## src/rtl/pwm_timer_pkg.sv

```systemverilog
// Shared constants for the PWM time base: counting modes and default widths.
package pwm_timer_pkg;

    localparam int DEF_CNT_W = 16;
    localparam int DEF_PSC_W = 8;

    localparam logic [1:0] MODE_UP   = 2'd0;
    localparam logic [1:0] MODE_DOWN = 2'd1;
    localparam logic [1:0] MODE_UPDN = 2'd2;
    localparam logic [1:0] MODE_RSVD = 2'd3;

endpackage

```

## src/rtl/pwm_prescaler.sv

```systemverilog
// Integer clock prescaler: one tick every prescale+1 clocks while clr is low.
module pwm_prescaler #(
    parameter int PSC_W = 8
) (
    input  logic             clk,
    input  logic             rst_n,
    input  logic             clr,
    input  logic [PSC_W-1:0] prescale,
    output logic             tick
);

    logic [PSC_W-1:0] psc_q;
    logic [PSC_W-1:0] psc_d;

    // >= rather than == so a prescale lowered below the running count still wraps
    always_comb begin
        psc_d = psc_q + PSC_W'(1);
        if (clr || (psc_q >= prescale)) begin
            psc_d = '0;
        end
    end

    always_ff @(posedge clk or negedge rst_n) begin
        if (!rst_n) begin
            psc_q <= '0;
        end else begin
            psc_q <= psc_d;
        end
    end

    assign tick = ~clr & (psc_q == prescale);

endmodule

```

## src/rtl/pwm_timer_counter.sv

```systemverilog
// PWM time base: prescaled up/down/centre-aligned counter with shadowed period,
// one-shot operation and registered overflow/underflow pulses.
module pwm_timer_counter
    import pwm_timer_pkg::*;
#(
    parameter int CNT_W = DEF_CNT_W,
    parameter int PSC_W = DEF_PSC_W
) (
    input  logic             clk,
    input  logic             rst_n,
    input  logic             en,
    input  logic             count_reset,
    input  logic [1:0]       mode,
    input  logic             one_shot,
    input  logic [CNT_W-1:0] period,
    input  logic             period_wr,
    input  logic [PSC_W-1:0] prescale,
    output logic [CNT_W-1:0] count_val,
    output logic             dir,
    output logic             ovf_evt,
    output logic             unf_evt,
    output logic             running
);

    localparam logic [CNT_W-1:0] ONE = CNT_W'(1);

    logic [CNT_W-1:0] count_q, count_d;
    logic [CNT_W-1:0] period_sh_q, period_sh_d;
    logic             dir_q, dir_d;
    logic             ovf_q, ovf_d;
    logic             unf_q, unf_d;
    logic             os_done_q, os_done_d;
    logic             pend_q, pend_d;
    logic             tick;
    logic             upd_evt;
    logic [CNT_W-1:0] period_new;

    assign running = en & ~os_done_q;

    pwm_prescaler #(.PSC_W(PSC_W)) u_prescaler (
        .clk      (clk),
        .rst_n    (rst_n),
        .clr      (count_reset | ~running),
        .prescale (prescale),
        .tick     (tick)
    );

    // A write in the same cycle as an update event must win over the old shadow value
    assign period_new = (pend_q | period_wr) ? period : period_sh_q;

    always_comb begin
        count_d     = count_q;
        dir_d       = dir_q;
        ovf_d       = 1'b0;
        unf_d       = 1'b0;
        os_done_d   = os_done_q;
        pend_d      = pend_q | period_wr;
        period_sh_d = period_sh_q;
        upd_evt     = 1'b0;

        if (count_reset) begin
            period_sh_d = period;
            pend_d      = 1'b0;
            os_done_d   = 1'b0;
            count_d     = (mode == MODE_DOWN) ? period : '0;
            dir_d       = (mode != MODE_DOWN);
        end else if (!en) begin
            os_done_d = 1'b0;
            if (pend_q | period_wr) begin
                period_sh_d = period;
                pend_d      = 1'b0;
            end
        end else if (tick) begin
            case (mode)
                MODE_DOWN: begin
                    dir_d = 1'b0;
                    if (count_q == '0) begin
                        count_d = period_new;
                        unf_d   = 1'b1;
                        upd_evt = 1'b1;
                    end else begin
                        count_d = count_q - ONE;
                    end
                end
                MODE_UPDN: begin
                    // Zero period: parked at 0, turning at top every tick
                    if (period_sh_q == '0) begin
                        count_d = '0;
                        ovf_d   = 1'b1;
                        upd_evt = 1'b1;
                    end else if (dir_q) begin
                        if (count_q >= period_sh_q) begin
                            dir_d   = 1'b0;
                            count_d = period_sh_q - ONE;
                            ovf_d   = 1'b1;
                        end else begin
                            count_d = count_q + ONE;
                        end
                    end else begin
                        if (count_q == '0) begin
                            dir_d   = 1'b1;
                            count_d = ONE;
                            unf_d   = 1'b1;
                            upd_evt = 1'b1;
                        end else begin
                            count_d = count_q - ONE;
                        end
                    end
                end
                MODE_UP, MODE_RSVD: begin
                    dir_d = 1'b1;
                    if (count_q >= period_sh_q) begin
                        count_d = '0;
                        ovf_d   = 1'b1;
                        upd_evt = 1'b1;
                    end else begin
                        count_d = count_q + ONE;
                    end
                end
                default: begin
                    count_d = count_q;
                end
            endcase

            if (upd_evt) begin
                period_sh_d = period_new;
                pend_d      = 1'b0;
            end
            if (one_shot && (ovf_d || unf_d)) begin
                os_done_d = 1'b1;
            end
        end
    end

    always_ff @(posedge clk or negedge rst_n) begin
        if (!rst_n) begin
            count_q     <= '0;
            period_sh_q <= '0;
            dir_q       <= 1'b1;
            ovf_q       <= 1'b0;
            unf_q       <= 1'b0;
            os_done_q   <= 1'b0;
            pend_q      <= 1'b0;
        end else begin
            count_q     <= count_d;
            period_sh_q <= period_sh_d;
            dir_q       <= dir_d;
            ovf_q       <= ovf_d;
            unf_q       <= unf_d;
            os_done_q   <= os_done_d;
            pend_q      <= pend_d;
        end
    end

    assign count_val = count_q;
    assign dir       = dir_q;
    assign ovf_evt   = ovf_q;
    assign unf_evt   = unf_q;

endmodule

```

## config.mk

```make
export PLATFORM = sky130hd
export DESIGN_NAME = pwm_timer_counter
export DESIGN_NICKNAME = d
export VERILOG_FILES = /design/src/rtl/pwm_timer_pkg.sv /design/src/rtl/pwm_prescaler.sv /design/src/rtl/pwm_timer_counter.sv
export SDC_FILE = /design/constraint.sdc
export NUM_CORES = 1
export LEC_CHECK = 0
export ABC_AREA = 1
export ABC_CLOCK_PERIOD_IN_PS = 6200
export BUFFER_PORTS_ARGS = -buffer_cell sky130_fd_sc_hd__buf_2
export CORE_MARGIN = 1.5
export CORE_UTILIZATION = 45
export DETAILED_ROUTE_END_ITERATION = 12
export SYNTH_ARGS = -nofsm -noshare
export SYNTH_HDL_FRONTEND = slang
export SYNTH_SLANG_ARGS = --single-unit
```

## constraint.sdc

```tcl
create_clock -name clk -period 6.2 [get_ports clk]
set_clock_uncertainty 0.2 [all_clocks]
set_input_delay 0.62 -clock clk [delete_from_list [all_inputs] [get_ports clk]]
set_output_delay 0.62 -clock clk [all_outputs]
set_load 0.01 [all_outputs]
```

==> insert_results.sql <==
INSERT INTO impl_metrics (metric_group, metric, value, unit) VALUES
('status', 'run_status', 'finished clean', ''),
('die', 'core_area', '10980', 'um2'),
('die', 'chipHeight', '109.6', 'um'),
('clock_tree', 'cts_hold_buffers', '0', ''),
('clock_tree', 'cts_htree_levels', '2', ''),
('clock_tree', 'post_cts_buffers', '0', ''),
('synth', 'mappedNetlistArea', '5115', 'um2'),
('grt', 'antenna_found_initial', '0', ''),
('detailed_routing', 'route.vias.total', '5447', ''),
('final_layout', 'nets', '885', ''),
('power', 'vdd_drop_max', '144.7', 'uV'),
('final_layout', 'areaGrowthSynthToFinish', '7.559', '%'),
('synth', 'portion_of_synthesized_cell_area_occupied_by_the_leading_cell_type', '0.2153', ''),
('grt', 'first_pass_grt_wire_length', '27.06', 'mm'),
('synth', 'synth.net_count', '865', ''),
('synth', 'synthCells', '800', ''),
('power', 'power.density', '220.9', 'nW/um2'),
('timing', 'finalWorstPathRequiredPeriod', '3.235', 'ns'),
('worst_hold_path', 'class_of_the_worst_hold_path', 'in -> async', ''),
('place', 'numPlacedInstances', '953', ''),
('place', 'routabilityCongestion', '0.9517', ''),
('synth', 'synth_largest_area_cell', 'dfrtp_1', ''),
('timing', 'finalHoldWorstSlack', '0.3087', 'ns'),
('detailed_routing', 'drt_wl_total', '16.88', 'mm'),
('critical_path', 'cp_data_arrival_time', '3.26', 'ns'),
('clock_tree', 'cts-resized-gates', '0', ''),
('clock_tree', 'numCtsBuffers', '5', ''),
('grt', 'grt_pass1_vias', '5068', ''),
('synth', 'syn_avg_cell_area', '6.394', 'um2'),
('power', 'p_leak', '2.787', 'nW'),
('timing', 'timing_worst_slew_pin_value', '1.111', 'ns'),
('clock_tree', 'worst_skew_pair.late_latency', '0.31', 'ns'),
('place', 'dp_hpwl', '12.87', 'mm'),
('critical_path', 'timing.setup.critical_path_class', 'reg -> reg', ''),
('place', 'place_ws', '3.002', 'ns'),
('synth', 'edff_count_synth', '0', ''),
('place', 'portBuffers', '51', ''),
('die', 'row_count', '38', ''),
('clock_tree', 'tritoncts', 'yes', ''),
('timing', 'layout_worst_path_cycle_share', '0.5218', ''),
('synth', 'yosys_register_bits', '45', ''),
('timing', 'relSlewSlack', '0.2595', ''),
('detailed_routing', 'detailed_route_iter0_violations', '570', ''),
('synth', 'synthDistinctLibCells', '44', ''),
('die', 'floorplan.die_area', '12020', 'um2'),
('critical_path', 'critical_path.startpoint_type', 'flop', ''),
('detailed_routing', 'detail-route-antenna-nets', '0', ''),
('timing', 'fmax', '309.1', 'MHz'),
('synth', 'ys_seq_area_frac', '0.2204', ''),
('die', 'floorplan.initialDensity', '0.4657', ''),
('critical_path', 'worstSetupEndpointType', 'flop', ''),
('synth', 'ys_warn_count', '0', ''),
('detailed_routing', 'detail_route.drc_violations', '0', ''),
('timing', 'maxSlewViolCount', '0', ''),
('timing', 'timing.setup.tns', '0', 'ns'),
('detailed_routing', 'avgRoutedWirePerCell', '17.57', 'um'),
('synth', 'synth-async-reset-ratio', '1.000', ''),
('timing', 'final_hold_viol_count', '0', ''),
('grt', 'grt.overflow.total', '0', ''),
('critical_path', 'crit_path_max_fanout', '33', ''),
('clock_tree', 'numClockSinks', '45', ''),
('final_layout', 'drive_gt1_frac', '0.1559', ''),
('clock_tree', 'clk_path_buf_depth', '2', ''),
('final_layout', 'n_antenna_cell', '0', ''),
('die', 'fp.dieW', '109.6', 'um'),
('timing', 'grt_setup_unrepaired', 'no', ''),
('final_layout', 'fin_util', '0.5009', ''),
('job', 'drv_cap', '0', ''),
('die', 'io_pins', '52', ''),
('critical_path', 'r2r.worst_path.cells', '15', ''),
('detailed_routing', 'vias_per_cell', '5.668', ''),
('final_layout', 'filler_free_cell_count_of_the_finished_design', '961', ''),
('grt', 'maximum_number_of_pins_on_one_net_before_global_route_repair', '58', ''),
('timing', 'setup_ws_post_layout', '2.965', 'ns'),
('critical_path', 'cp.required', '6.23', 'ns'),
('clock_tree', 'path_clk_slew', '0.07', 'ns'),
('synth', 'dominant_cells_by_area_after_synthesis', 'dfrtp_1 22%, nand2_1 15%, ha_1 8.1%, inv_1 6.0%, nor2_1 5.8%', ''),
('clock_tree', 'cts_root_buffer', 'clkbuf_16', ''),
('synth', 'synth_flop_cell', 'dfrtp_1', ''),
('grt', 'grt_use_total', '0.2998', ''),
('detailed_routing', 'dr.pass1.iters', '6', ''),
('timing', 'finalSetupViolCount', '0', '');
## cells by family (layout without fill, tap and decap cells)
kind of cell             count (synthesis)  after routing  share of synthesized area
AO/OA/AOI/OAI                          162            162                     0.1859
XOR/XNOR                                24             24                    0.04110
adder cells (fa/ha/maj)                 33             33                    0.08072
buffers and inverters                  130            151                     0.1111
flip-flops                              45             45                     0.2204
AND/OR/NAND/NOR                        406            406                     0.3608
## layout make-up
type                    count  area (um2)
flip-flops and latches     45        1127
multi-input cells         625        3422
repair buffers             51       255.2
clock inverters             2       37.54
well taps                 140       175.2
fillers                  1153        5482
inverters                  92       345.3
clock buffers               6       138.9
## routing by layer
metal  track usage  routed length [um]  up-vias
li1              -                   -     2667
met1        0.4298                7690     2523
met2        0.4574                7402      237
met3       0.06106                1537       20
met4       0.07607                 250        0
met5             0                   0        -
## path summary, 6_finish.rpt
kind                                                      from                        endpoint  slack [ns]
worst max-delay path                  count_val[7]$_DFFE_PN0P_      period_sh_q[5]$_DFFE_PN0P_        2.97
worst min-delay path                                     rst_n  u_prescaler.psc_q[2]$_DFF_PN0_        0.31
worst max register to register        count_val[7]$_DFFE_PN0P_      period_sh_q[5]$_DFFE_PN0P_        2.97
worst min register to register  u_prescaler.psc_q[0]$_DFF_PN0_  u_prescaler.psc_q[0]$_DFF_PN0_        0.31
max in group asynchronous                                rst_n      period_sh_q[5]$_DFFE_PN0P_        4.80
min in group clk                u_prescaler.psc_q[0]$_DFF_PN0_  u_prescaler.psc_q[0]$_DFF_PN0_        0.31
## critical path, stage by stage (launching register included)
cell	delay, ns
dfrtp_1	0.56
ha_1	0.39
nand2_1	0.05
inv_1	0.06
nand2_1	0.06
nor2_1	0.11
nor2_1	0.05
nand2_1	0.11
nand2_1	0.13
nand2_2	0.41
nand2_1	0.17
nand3_2	0.10
o211ai_2	0.12
nand2_4	0.41
nand2_1	0.10
o21ai_1	0.09
## metrics by stage
| step | power [mW] | area, um2 |
|---|---|---|
| after global routing | 1.295 | 5502 |
| after detailed placement | 0.8739 | 5325 |
| after floorplan | 0.7320 | 5115 |
| after CTS | 1.210 | 5502 |
| after global placement | 0.8664 | 5325 |
| final | 1.215 | 5502 |
## cell usage in the layout (no fill, tap or decap), types with 7 or more instances in the layout
cell type	count
a21oi_1	42
a31oi_1	16
nand2_2	20
nor2_1	78
nand2_1	206
o211ai_1	7
o21ai_1	19
o21ai_2	14
buf_2	51
dfrtp_1	44
ha_1	33
nor3_1	13
nor2_2	7
inv_2	8
nand4_1	18
nand3_1	43
xor2_1	24
o21ai_0	48
inv_1	82
## registers in the layout, summed over array words and instances, names as in the netlist
name,count
u_prescaler.psc_q,8
count_val,16
ovf_evt,1
os_done_q,1
period_sh_q,16
pend_q,1
dir,1
unf_evt,1
## power breakdown
| group | switching, mW | internal, mW | total, mW |
|---|---|---|---|
| registers | 0.0639 | 0.322 | 0.385 |
| clock network | 0.134 | 0.202 | 0.335 |
| logic | 0.335 | 0.159 | 0.494 |
| total | 0.533 | 0.682 | 1.22 |
## cell usage after synthesis (10+ instances only)
library cell  instances
nand4_1              18
nand3_1              43
o21ai_0              48
ha_1                 33
nor2_1               79
nor3_1               13
a31oi_1              16
o21ai_1              19
inv_1                82
xor2_1               24
buf_2                10
o21ai_2              14
clkbuf_1             16
nand2_1             206
dfrtp_1              44
nand2_2              20
a21oi_1              42
Power figures use the tool's default switching activity.
